$ cat src/rtl/rps_move_gen_if.sv
// Button/move bus between the rock-paper-scissors round generator and its user.
// The master drives the raw buttons; the slave (rps_move_gen) drives the move outputs.
interface rps_move_gen_if;
    logic [2:0] btn_in;
    logic [2:0] user;
    logic [2:0] compu;
    logic       round_active;
    logic [3:0] round_cnt;

    modport master (
        output btn_in,
        input  user,
        input  compu,
        input  round_active,
        input  round_cnt
    );

    modport slave (
        input  btn_in,
        output user,
        output compu,
        output round_active,
        output round_cnt
    );
endinterface

$ cat src/rtl/rps_move_gen.sv
// Rock-paper-scissors round generator: synchronises and debounces three buttons,
// draws a computer move from an LFSR and presents the move pair for a fixed time.
module rps_move_gen #(
    parameter int unsigned DEBOUNCE_CYC = 1000000,
    parameter int unsigned REVEAL_CYC   = 75000000
) (
    input logic           CLK,
    input logic           RST_N,
    rps_move_gen_if.slave bus
);
    localparam int unsigned   DW       = (DEBOUNCE_CYC > 1) ? $clog2(DEBOUNCE_CYC) : 1;
    localparam int unsigned   RW       = (REVEAL_CYC > 1) ? $clog2(REVEAL_CYC) : 1;
    localparam logic [DW-1:0] DEB_LAST = DW'(DEBOUNCE_CYC - 1);
    localparam logic [RW-1:0] REV_LAST = RW'(REVEAL_CYC - 1);

    typedef enum logic [1:0] {IDLE, DRAW, SHOW, RELEASE} state_e;

    logic [2:0]    sync1_q, sync2_q, cand_q, clean_q, clean_prev_q;
    logic [DW-1:0] deb_cnt_q;
    logic [15:0]   lfsr_q;
    state_e        state_q, state_d;
    logic [2:0]    move_q, move_d;
    logic [2:0]    user_q, user_d;
    logic [2:0]    compu_q, compu_d;
    logic          act_q, act_d;
    logic [3:0]    cnt_q, cnt_d;
    logic [RW-1:0] rev_q, rev_d;
    logic          press;
    logic [2:0]    draw_move;

    // Input synchroniser followed by a whole-vector debouncer.
    always_ff @(posedge CLK) begin
        if (!RST_N) begin
            sync1_q      <= '0;
            sync2_q      <= '0;
            cand_q       <= '0;
            clean_q      <= '0;
            clean_prev_q <= '0;
            deb_cnt_q    <= '0;
        end else begin
            sync1_q      <= bus.btn_in;
            sync2_q      <= sync1_q;
            clean_prev_q <= clean_q;
            if (sync2_q != cand_q) begin
                cand_q    <= sync2_q;
                deb_cnt_q <= '0;
            end else if (deb_cnt_q == DEB_LAST) begin
                clean_q <= cand_q;
            end else begin
                deb_cnt_q <= deb_cnt_q + DW'(1);
            end
        end
    end

    always_ff @(posedge CLK) begin
        if (!RST_N) lfsr_q <= 16'hACE1;
        else        lfsr_q <= {lfsr_q[14:0], lfsr_q[15] ^ lfsr_q[13] ^ lfsr_q[12] ^ lfsr_q[10]};
    end

    assign press = (clean_prev_q == 3'b000) && $onehot(clean_q);

    always_comb begin
        case (lfsr_q[1:0])
            2'b00:   draw_move = 3'b001;
            2'b01:   draw_move = 3'b010;
            2'b10:   draw_move = 3'b100;
            default: draw_move = 3'b000;
        endcase
    end

    always_ff @(posedge CLK) begin
        if (!RST_N) begin
            state_q <= IDLE;
            move_q  <= '0;
            user_q  <= '0;
            compu_q <= '0;
            act_q   <= 1'b0;
            cnt_q   <= '0;
            rev_q   <= '0;
        end else begin
            state_q <= state_d;
            move_q  <= move_d;
            user_q  <= user_d;
            compu_q <= compu_d;
            act_q   <= act_d;
            cnt_q   <= cnt_d;
            rev_q   <= rev_d;
        end
    end

    always_comb begin
        state_d = state_q;
        case (state_q)
            IDLE:    if (press) state_d = DRAW;
            DRAW:    if (lfsr_q[1:0] != 2'b11) state_d = SHOW;
            SHOW:    if (rev_q == REV_LAST) state_d = RELEASE;
            RELEASE: if (clean_q == 3'b000) state_d = IDLE;
            default: state_d = IDLE;
        endcase
    end

    // Both moves are loaded on the same edge so the pair is never seen half-valid.
    always_comb begin
        move_d  = move_q;
        user_d  = '0;
        compu_d = '0;
        act_d   = 1'b0;
        cnt_d   = cnt_q;
        rev_d   = '0;
        case (state_q)
            IDLE: begin
                if (press) move_d = clean_q;
            end
            DRAW: begin
                if (state_d == SHOW) begin
                    user_d  = move_q;
                    compu_d = draw_move;
                    act_d   = 1'b1;
                    cnt_d   = (cnt_q == 4'd15) ? cnt_q : cnt_q + 4'd1;
                end
            end
            SHOW: begin
                if (state_d == SHOW) begin
                    user_d  = user_q;
                    compu_d = compu_q;
                    act_d   = act_q;
                    rev_d   = rev_q + RW'(1);
                end
            end
            default: ;
        endcase
    end

    assign bus.user         = user_q;
    assign bus.compu        = compu_q;
    assign bus.round_active = act_q;
    assign bus.round_cnt    = cnt_q;
endmodule

$ cat src/flat_wrapper.sv
// flat-port wrapper written by rule: the top's interface ports become plain ports
module rps_move_gen_flat 
#(
    parameter int unsigned DEBOUNCE_CYC = 1000000,
    parameter int unsigned REVEAL_CYC   = 75000000
)
  (CLK, RST_N, bus_btn_in, bus_user, bus_compu, bus_round_active, bus_round_cnt);
  rps_move_gen_if bus_i ();
  input logic CLK;
  input logic RST_N;
  input wire logic [$bits(bus_i.btn_in)-1:0] bus_btn_in;
  output wire logic [$bits(bus_i.user)-1:0] bus_user;
  output wire logic [$bits(bus_i.compu)-1:0] bus_compu;
  output wire logic [$bits(bus_i.round_active)-1:0] bus_round_active;
  output wire logic [$bits(bus_i.round_cnt)-1:0] bus_round_cnt;
  assign bus_i.btn_in = bus_btn_in;
  assign bus_user = bus_i.user;
  assign bus_compu = bus_i.compu;
  assign bus_round_active = bus_i.round_active;
  assign bus_round_cnt = bus_i.round_cnt;
  rps_move_gen #(.DEBOUNCE_CYC(DEBOUNCE_CYC), .REVEAL_CYC(REVEAL_CYC)) u_core (.CLK(CLK), .RST_N(RST_N), .bus(bus_i));
endmodule
$ cat config.mk
export PLATFORM = sky130hd
export DESIGN_NAME = rps_move_gen_flat
export DESIGN_NICKNAME = d
export VERILOG_FILES = /design/src/rtl/rps_move_gen_if.sv /design/src/rtl/rps_move_gen.sv /design/src/flat_wrapper.sv
export SDC_FILE = /design/constraint.sdc
export NUM_CORES = 1
export LEC_CHECK = 0
export BUFFER_PORTS_ARGS = -buffer_cell sky130_fd_sc_hd__buf_2
export CORE_UTILIZATION = 60
export CTS_CLUSTER_DIAMETER = 100
export DETAILED_ROUTE_END_ITERATION = 16
export PLACE_DENSITY = 0.78
export SLEW_MARGIN = 20
export SYNTH_ARGS = -nofsm -noshare
export SYNTH_HDL_FRONTEND = slang
export SYNTH_SLANG_ARGS = --single-unit
$ cat constraint.sdc
create_clock -name CLK -period 3.3 [get_ports CLK]
set_clock_uncertainty 0.2 [all_clocks]
set_input_delay 0.165 -clock CLK [delete_from_list [all_inputs] [get_ports CLK]]
set_output_delay 0.165 -clock CLK [all_outputs]
set_load 0.02 [all_outputs]
==> reports/qor.yml <==
status: "finished clean"
final_util_pct: 67.4
rsz0062_at_grt: "no"
pwr-share-comb_pct: 3.0
gr-total-overflow: 0
power_frac_clock_pct: 37.1
hold_class: "flip-flop to flip-flop"
crit_slowest_cell: "nor4b_1"
grt_pass1_vias: 2857
gp_congestion: 0.806
max-vdd-ir-drop_v: 0.000357
cp.required_ns: 3.34
drt-total-wl_mm: 7.09
num_antenna_cells: 0
cp_common_cell: "nand2_1"
drv_slew: 0
cts_sinks: 94
setup_violations: 0
hold_viol_final: 0
io_buffers: 15
netlist-cell-type-count: 47
crit_fanout: 4
syn_to_final_growth_pct: 8.71
power_density_nw_per_um2: 455
synth_edf_count: 0
layout-drive-gt1-share_pct: 9.73
synth-seq-cells: 94
worst-path-buf-inv: 1
htreeDepth: 3
rr_worst_depth: 6
synth_nets: 430
dieHeight_um: 83.0
place_ws_ns: 1.04
grt_pass1_wl_mm: 12.6
cts_buffers: 9
max-clock-path-buffers: 2
cts_hold_buf: 4
viasPerCell: 5.86
rows: 29
clk_pin_slew_ns: 0.09
fillers: 503
power_switching_uw: 428
cp_cell_sequence: "inv_1, fa_1, nor4b_1, nand2_1, nand2_1, a21oi_1"
relSlewSlack_pct: 37.4
ys_async_sr_fraction_pct: 0
tightest_slew_ns: 0.937
maxCapViolCount: 0
r2r_slack_ns: 1.0
dpl.hpwl_mm: 4.81
p_sw_share_pct: 22.0
cts_root_buffer: "clkbuf_8"
fmaxAchievable_mhz: 434
fin_crit_ns: 2.30
dr.pass1.iters: 4
antenna_found_initial: 0
r2r_start: "u_core.clean_q[0]"
wire_per_inst_um: 13.7
cp.arrival_ns: 2.34
slowest_delay_ns: 0.61
yosys_warnings: 0
cts_resized: 0
synthFlopType: "dfxtp_1"
r2r-end: "u_core.move_q[0]"
p_int_uw: 1520
grt_max_degree: 28
fin_hold_ws_ns: 0.216
finalWorstSetupSlack_ns: 0.996
synth_area_sq_um: 3940
antenna_left: 0
postCtsSetupBuffers: 0
syn-instance-count: 421
insertion_delay_ns: 0.35
fin_crit_sh_pct: 69.8
syn_area_per_cell_sq_um: 9.35
worstHoldEndpoint: "u_core.lfsr_q[5]"
setup_tns_ns: 0
synth-seq-area-share_pct: 47.8
drc: 0
hold_depth: 1
core_sq_um: 6350
power_frac_seq_pct: 59.9
initial_utilization_pct: 62.0
fin_nets: 446
critPathLaunchType: "flip-flop"
io_pins: 16
track_usage_pct: 22.1
timing.hold.worst.start: "u_core.lfsr_q[4]"
critPathCaptureType: "flip-flop"
drt_iter0_markers: 178
die-width_um: 83.0
dieArea_sq_um: 6890
vias: 3039
cts_tree: "built"
path_delay_family: "simple AND/OR/NAND/NOR gates"
p_leak_uw: 0.00148
worst-setup-path-type: "flip-flop to flip-flop"
==> flip-flops by register name, summed over array words and instances (netlist names), 4 cells and up <==
name / cells
u_core.rev_q: 27
u_core.deb_cnt_q: 20
u_core.lfsr_q: 16
u_core.bus.round_cnt: 4
==> worst register-to-register path, stage by stage, from the launching register on <==
cell and delay, ns:
dfxtp_1 0.39, inv_1 0.09, fa_1 0.47, nor4b_1 0.61, nand2_1 0.23, nand2_1 0.13, a21oi_1 0.06
==> metal layers <==
layer  vias up  part of all wire, %  GRT usage (%)
met5         -                    0              0
li1       1543                    -              -
met4         0                  1.1           9.72
met1      1443                   49           29.6
met3         7                  3.7           4.47
met2        46                   46           34.7
==> power by group through the flow <==
stage                     combinational (uW)  sequential (uW)  clock, uW
after floorplan                         41.2             1190          0
after global placement                  52.1             1190          0
after detailed placement                54.7             1190          0
after CTS                               58.7             1170        737
after global routing                    64.7             1170        788
final                                   58.4             1170        721
==> area by class of cell <==
| cell class | count | area (sq um) | area share [%] |
|---|---|---|---|
| Inverter | 11 | 41.3 | 0.965 |
| Timing Repair Buffer | 23 | 145 | 3.39 |
| Tap cell | 77 | 96.3 | 2.25 |
| Multi-Input combinational cell | 298 | 1920 | 44.9 |
| Clock inverter | 4 | 28.8 | 0.673 |
| Clock buffer | 12 | 165 | 3.86 |
| Sequential cell | 94 | 1880 | 44.0 |
==> per-stage QoR <==
step	instance area, sq um	power (uW)	std cells
after floorplan	3940	1230	421
after global routing	4280	2020	519
after CTS	4280	1960	519
final	4280	1950	519
after detailed placement	4040	1250	499
after global placement	4040	1240	499
==> worst max-delay path by stage <==
| stage | slack, ns | end | depth (start not counted) | start |
|---|---|---|---|---|
| 2_1_floorplan | 1.30 | u_core.move_q[0] | 6 | u_core.clean_q[0] |
| 3_3_place_gp | 1.17 | u_core.rev_q[26] | 5 | u_core.rev_q[0] |
| 3_5_place_dp | 1.04 | u_core.move_q[0] | 6 | u_core.clean_q[0] |
| 4_1_cts | 1.02 | u_core.move_q[1] | 6 | u_core.clean_q[0] |
| 5_1_grt | 0.76 | u_core.move_q[0] | 6 | u_core.clean_q[0] |
| 6_report | 1.0 | u_core.move_q[0] | 6 | u_core.clean_q[0] |
==> kinds of logic (layout without fill, tap and decap cells) <==
logic type,count (synthesis),in the layout,synth area share (%)
adders and majority gates,4,4,1.46
muxes,6,6,1.53
buffers and inverters,29,50,3.56
DFF,94,94,47.8
and+or+nand+nor,195,195,29.1
AOI/OAI and AO/OA,66,66,10.5
xor gates and xnor gates,27,27,6.01
==> placed cells by master (no fill, tap or decap), types with 2 or more instances in the layout <==
master,Yosys,routed
and4_1,10,10
nand4_4,2,2
dfxtp_1,94,94
buf_2,4,15
a21oi_1,17,17
nor4bb_1,2,2
nor4b_1,5,5
inv_1,10,10
nor3b_1,2,2
nand2b_1,9,9
xnor2_1,7,7
clkinvlp_4,0,2
xor2_1,20,20
nor2_1,12,12
nand4_1,17,17
a211oi_2,2,2
a211oi_1,9,9
nor2b_1,2,2
o21ai_0,23,23
o31ai_1,7,7
nand3_1,23,23
and2_1,21,21
buf_4,1,4
or4_1,7,7
and3_1,2,2
nor3_1,19,19
clkbuf_8,0,12
or3_1,15,15
mux2i_1,6,6
ha_1,3,3
dlygate4sd3_1,0,4
nand2_1,41,41
==> cell usage after synthesis, types with 9 or more instances <==
| cell | count | area [sq um] |
|---|---|---|
| nand3_1 | 23 | 115 |
| nand4_1 | 17 | 106 |
| a211oi_1 | 9 | 67.6 |
| xor2_1 | 20 | 175 |
| a21oi_1 | 17 | 85.1 |
| and4_1 | 10 | 87.6 |
| or3_1 | 15 | 93.8 |
| clkbuf_1 | 10 | 37.5 |
| o21ai_0 | 23 | 115 |
| nand2_1 | 41 | 154 |
| nor2_1 | 12 | 45.0 |
| nand2b_1 | 9 | 56.3 |
| inv_1 | 10 | 37.5 |
| dfxtp_1 | 94 | 1880 |
| and2_1 | 21 | 131 |
| nor3_1 | 19 | 95.1 |
Power figures use the tool's default switching activity.
